**config.mk**
```make
export PLATFORM = sky130hd
export DESIGN_NAME = buffer_ctrl
export DESIGN_NICKNAME = d
export VERILOG_FILES = /design/src/rtl/buffer_ctrl.sv
export SDC_FILE = /design/constraint.sdc
export NUM_CORES = 1
export LEC_CHECK = 0
export CAP_MARGIN = 20
export CORE_UTILIZATION = 45
export CTS_BUF_LIST = sky130_fd_sc_hd__clkbuf_4
export CTS_CLUSTER_DIAMETER = 40
export DETAILED_ROUTE_END_ITERATION = 8
export PLACE_DENSITY = 0.79
export SKIP_LAST_GASP = 1
export SYNTH_ARGS = -nofsm -noshare
export SYNTH_HDL_FRONTEND = slang
export SYNTH_SLANG_ARGS = --single-unit
```
**constraint.sdc**
```tcl
create_clock -name clk -period 7.1 [get_ports clk]
set_input_delay 2.13 -clock clk [delete_from_list [all_inputs] [get_ports clk]]
set_output_delay 2.13 -clock clk [all_outputs]
set_load 0.05 [all_outputs]
```
**src/rtl/buffer_ctrl.sv**
```systemverilog
// Address/occupancy controller for a circular word buffer: K-word load beats in,
// J-word read beats out, with a run/drain/clear sequencing FSM.
module buffer_ctrl #(
  parameter int SIZE = 16,
  parameter int K    = 4,
  parameter int J    = 8
) (
  input  logic                     clk,
  input  logic                     rst,
  input  logic                     en,
  input  logic                     drain,
  input  logic                     in_valid,
  output logic                     in_ready,
  output logic                     out_valid,
  input  logic                     out_ready,
  output logic                     ld,
  output logic [$clog2(SIZE)-1:0]  write_add,
  output logic [$clog2(SIZE)-1:0]  read_add,
  output logic [$clog2(SIZE):0]    count,
  output logic                     full,
  output logic                     empty,
  output logic                     drain_done
);

  localparam int BIT = $clog2(SIZE);

  // Occupancy arithmetic is done two bits wider than the pointers so SIZE,
  // K and J are all representable and subtraction cannot alias.
  localparam logic [BIT+1:0] SIZE_W = (BIT+2)'(SIZE);
  localparam logic [BIT+1:0] K_W    = (BIT+2)'(K);
  localparam logic [BIT+1:0] J_W    = (BIT+2)'(J);
  localparam logic [BIT-1:0] K_STEP = BIT'(K % SIZE);
  localparam logic [BIT-1:0] J_STEP = BIT'(J % SIZE);

  typedef enum logic [1:0] {
    IDLE,
    RUN,
    DRAIN,
    CLEAR
  } state_t;

  state_t         state;
  logic           wr;
  logic           rd;
  logic [BIT+1:0] count_w;
  logic [BIT+1:0] count_next;

  assign count_w    = {1'b0, count};

  assign in_ready   = (state == RUN) && ((SIZE_W - count_w) >= K_W);
  assign out_valid  = ((state == RUN) || (state == DRAIN)) && (count_w >= J_W);

  assign wr         = in_valid && in_ready;
  assign rd         = out_valid && out_ready;
  assign ld         = wr;

  assign full       = count_w > (SIZE_W - K_W);
  assign empty      = (count == '0);
  assign drain_done = (state == CLEAR);

  always_comb begin
    count_next = count_w;
    if (wr) count_next = count_next + K_W;
    if (rd) count_next = count_next - J_W;
  end

  always_ff @(posedge clk) begin
    if (rst) begin
      state     <= IDLE;
      write_add <= '0;
      read_add  <= '0;
      count     <= '0;
    end else begin
      if (wr) write_add <= write_add + K_STEP;
      if (rd) read_add  <= read_add + J_STEP;
      count <= count_next[BIT:0];

      case (state)
        IDLE: begin
          if (drain)   state <= DRAIN;
          else if (en) state <= RUN;
        end
        RUN: begin
          if (drain)    state <= DRAIN;
          else if (!en) state <= IDLE;
        end
        DRAIN: begin
          // Pointers are zeroed on entry to CLEAR so the pulse cycle already
          // shows the emptied buffer; the leftover (< J) words are dropped.
          if (count_next < J_W) begin
            state     <= CLEAR;
            write_add <= '0;
            read_add  <= '0;
            count     <= '0;
          end
        end
        CLEAR: begin
          state     <= IDLE;
          write_add <= '0;
          read_add  <= '0;
          count     <= '0;
        end
        default: state <= IDLE;
      endcase
    end
  end

endmodule

```
==> results.tsv <==
metric	value	unit
status	completed	
grt_max_degree	11	
track_usage	15.7	%
async_flop_share	0	%
hold_start	write_add[3]	
overflow	0	
grt_pass1_wl	2200	um
placed_cell_area	898	um^2
busiest_layer	met2	
gr-usage-met1	19.7	%
clock_skew	0.00810	ns
synth_top_area_share	21.4	%
vdd_drop_max	158	uV
syn_avg_cell_area	8.71	um^2
crit_path_start_kind	primary input	
clock_path_buffers	2	
worstPathCellList	clkdlybuf4s50_1 > nand2_1 > a21oi_2 > clkdlybuf4s50_1	
netlist_top_cells_count	nor2_1, ha_1, dfxtp_1	
slowest_stage	clkdlybuf4s50_1	
drive_gt1_share	11.5	%
row_count	14	
critical_path_required	4.97	ns
final_area	921	um^2
finalWorstPathRequiredPeriod	6.06	ns
r2r_end	state[1]	
r2r_setup_slack	4.56	ns
final_antenna_net_count	0	
yosysWarnings	0	
min_to	write_add[3]	
num-fill-cells	141	
end_kind	output pin	
leakagePower	0.385	nW
gp_congestion	0.714	
ys_seq_area_share	21.4	%
cts.sinks	8	
syn_inst	86	
die-height	42.8	um
clkTransAtPathRegs	0.05	ns
r2r_cells	9	
r2r-start	count[3]	
tns	0	ns
fin_nets	124	
ctsHoldBuffers	0	
globalRouteMet2Util	25.8	%
yosysUniqueCellTypes	33	
drt-vias-per-instance	5.09	
drc	0	
maxCapViolCount	0	
cts_tree	yes	
wl_per_cell	11.0	um
port_buffers	17	
crit_fanout	6	
power_density	257	nW/um^2
drt_iter0_markers	5	
synth-edff-count	0	
crit_type	primary input to output pin	
syn-cell-area	749	um^2
cts_inserted_buffers	3	
ios	25	
synth.most_common_cell	nor2_1	
core	1520	um^2
netlist_top_cells_area	dfxtp_1, ha_1, buf_4	
cts_resized	0	
worstMarginPinSlew	0.502	ns
worst_ep_arrival_time	3.93	ns
slowest_delay	0.88	ns
htree_levels	1	
slew_viol_final	0	
synthFlopType	dfxtp_1	
fin_util	60.4	%
setup_viol	0	
wl	1320	um
rsz0062_at_grt	no	
crit_top_cell	clkdlybuf4s50_1	
drt_first_pass_iters	4	
fin_hold_ws	0.521	ns
root_buffer	clkbuf_4	
antenna_found_initial	0	
finalCritPeriodShare	85.4	%
insertion_delay	0.25	ns
min_path_cells	2	
area_growth_syn_to_layout	22.9	%
synth_top_area_cell	dfxtp_1	
fmax	0.165	GHz
p_total	0.237	mW
grt_pass1_vias	543	
hpwlAfterDp	1060	um
grt_use_met3	1.28	%
initial_core_util	49.2	%
hold_viol	0	
die_area	1830	um^2
min_path_type	register to register	
ys_ff_latch	8	
cts_setup_buffers	0	
num_vias	611	
antenna_cells	0	
fp.dieW	42.8	um
relSlewSlack	66.4	%
==> cell type report <==
class	instances	area (um^2)	area share [%]
clock buffers	3	22.5	2.45
well taps	16	20.0	2.17
repair buffers	17	170	18.5
inverters	6	22.5	2.45
multi-input cells	70	526	57.1
flip-flops and latches	8	160	17.4
==> worst max-delay path, delay by kind of cell <==
family / cells / cell delay, ns
AO/OA/AOI/OAI: 1 / 0.29
buffers and inverters: 2 / 1.40
AND/OR/NAND/NOR: 1 / 0.11
==> power by group <==
part / switching (mW) / internal [mW] / leakage, nW / total [mW]
registers: 0.00937 / 0.0515 / 0.0652 / 0.0609
logic: 0.0927 / 0.0495 / 0.306 / 0.142
clock network: 0.0146 / 0.0193 / 0.0138 / 0.0339
total: 0.117 / 0.120 / 0.385 / 0.237
==> flip-flops by register name (all words and copies together), names as in the netlist <==
| signal | cells |
|---|---|
| count | 3 |
| state | 2 |
| write_add | 2 |
| read_add | 1 |
==> cells by family after synthesis <==
| group | after synthesis | share of synthesized area [%] |
|---|---|---|
| other | 1 | 0.500 |
| AND/OR/NAND/NOR | 24 | 14.9 |
| adder cells (fa/ha/maj) | 12 | 20.0 |
| AO/OA/AOI/OAI | 19 | 22.0 |
| flip-flops | 8 | 21.4 |
| multiplexers | 2 | 2.67 |
| XOR/XNOR | 6 | 7.01 |
| buffers and inverters | 14 | 11.5 |
==> through the flow <==
stage	setup WS (ns)	instances
2_1_floorplan	2.17	92
3_3_place_gp	1.07	117
3_5_place_dp	1.03	117
4_1_cts	1.02	120
5_1_grt	0.955	120
6_report	1.04	120
==> how the worst max path moves through the flow <==
stage,startpoint,to,slack [ns],cells after the start
floorplan,in_valid,ld,2.17,2
global placement,in_valid,ld,1.07,4
detailed placement,in_valid,ld,1.03,4
CTS,in_valid,ld,1.02,4
global route,in_valid,ld,0.95,4
finish,in_valid,ld,1.04,4
==> cell usage in the layout (no fill, tap or decap), types with 2 or more instances in the layout <==
| master | count |
|---|---|
| clkdlybuf4s50_1 | 17 |
| mux2i_1 | 2 |
| ha_1 | 12 |
| clkbuf_4 | 3 |
| inv_1 | 6 |
| xor2_1 | 3 |
| dfxtp_1 | 8 |
| nand3_1 | 2 |
| conb_1 | 7 |
| a21o_1 | 4 |
| nand2_1 | 3 |
| nor2_1 | 14 |
| xnor2_1 | 3 |
==> metal layers <==
| metal | vias up | share of wire, % |
|---|---|---|
| li1 | 314 | - |
| met1 | 282 | 50 |
| met2 | 13 | 45 |
| met3 | 2 | 2.8 |
| met4 | 0 | 1.6 |
| met5 | - | 0 |
Note: power is estimated with default switching activity, not from simulation.
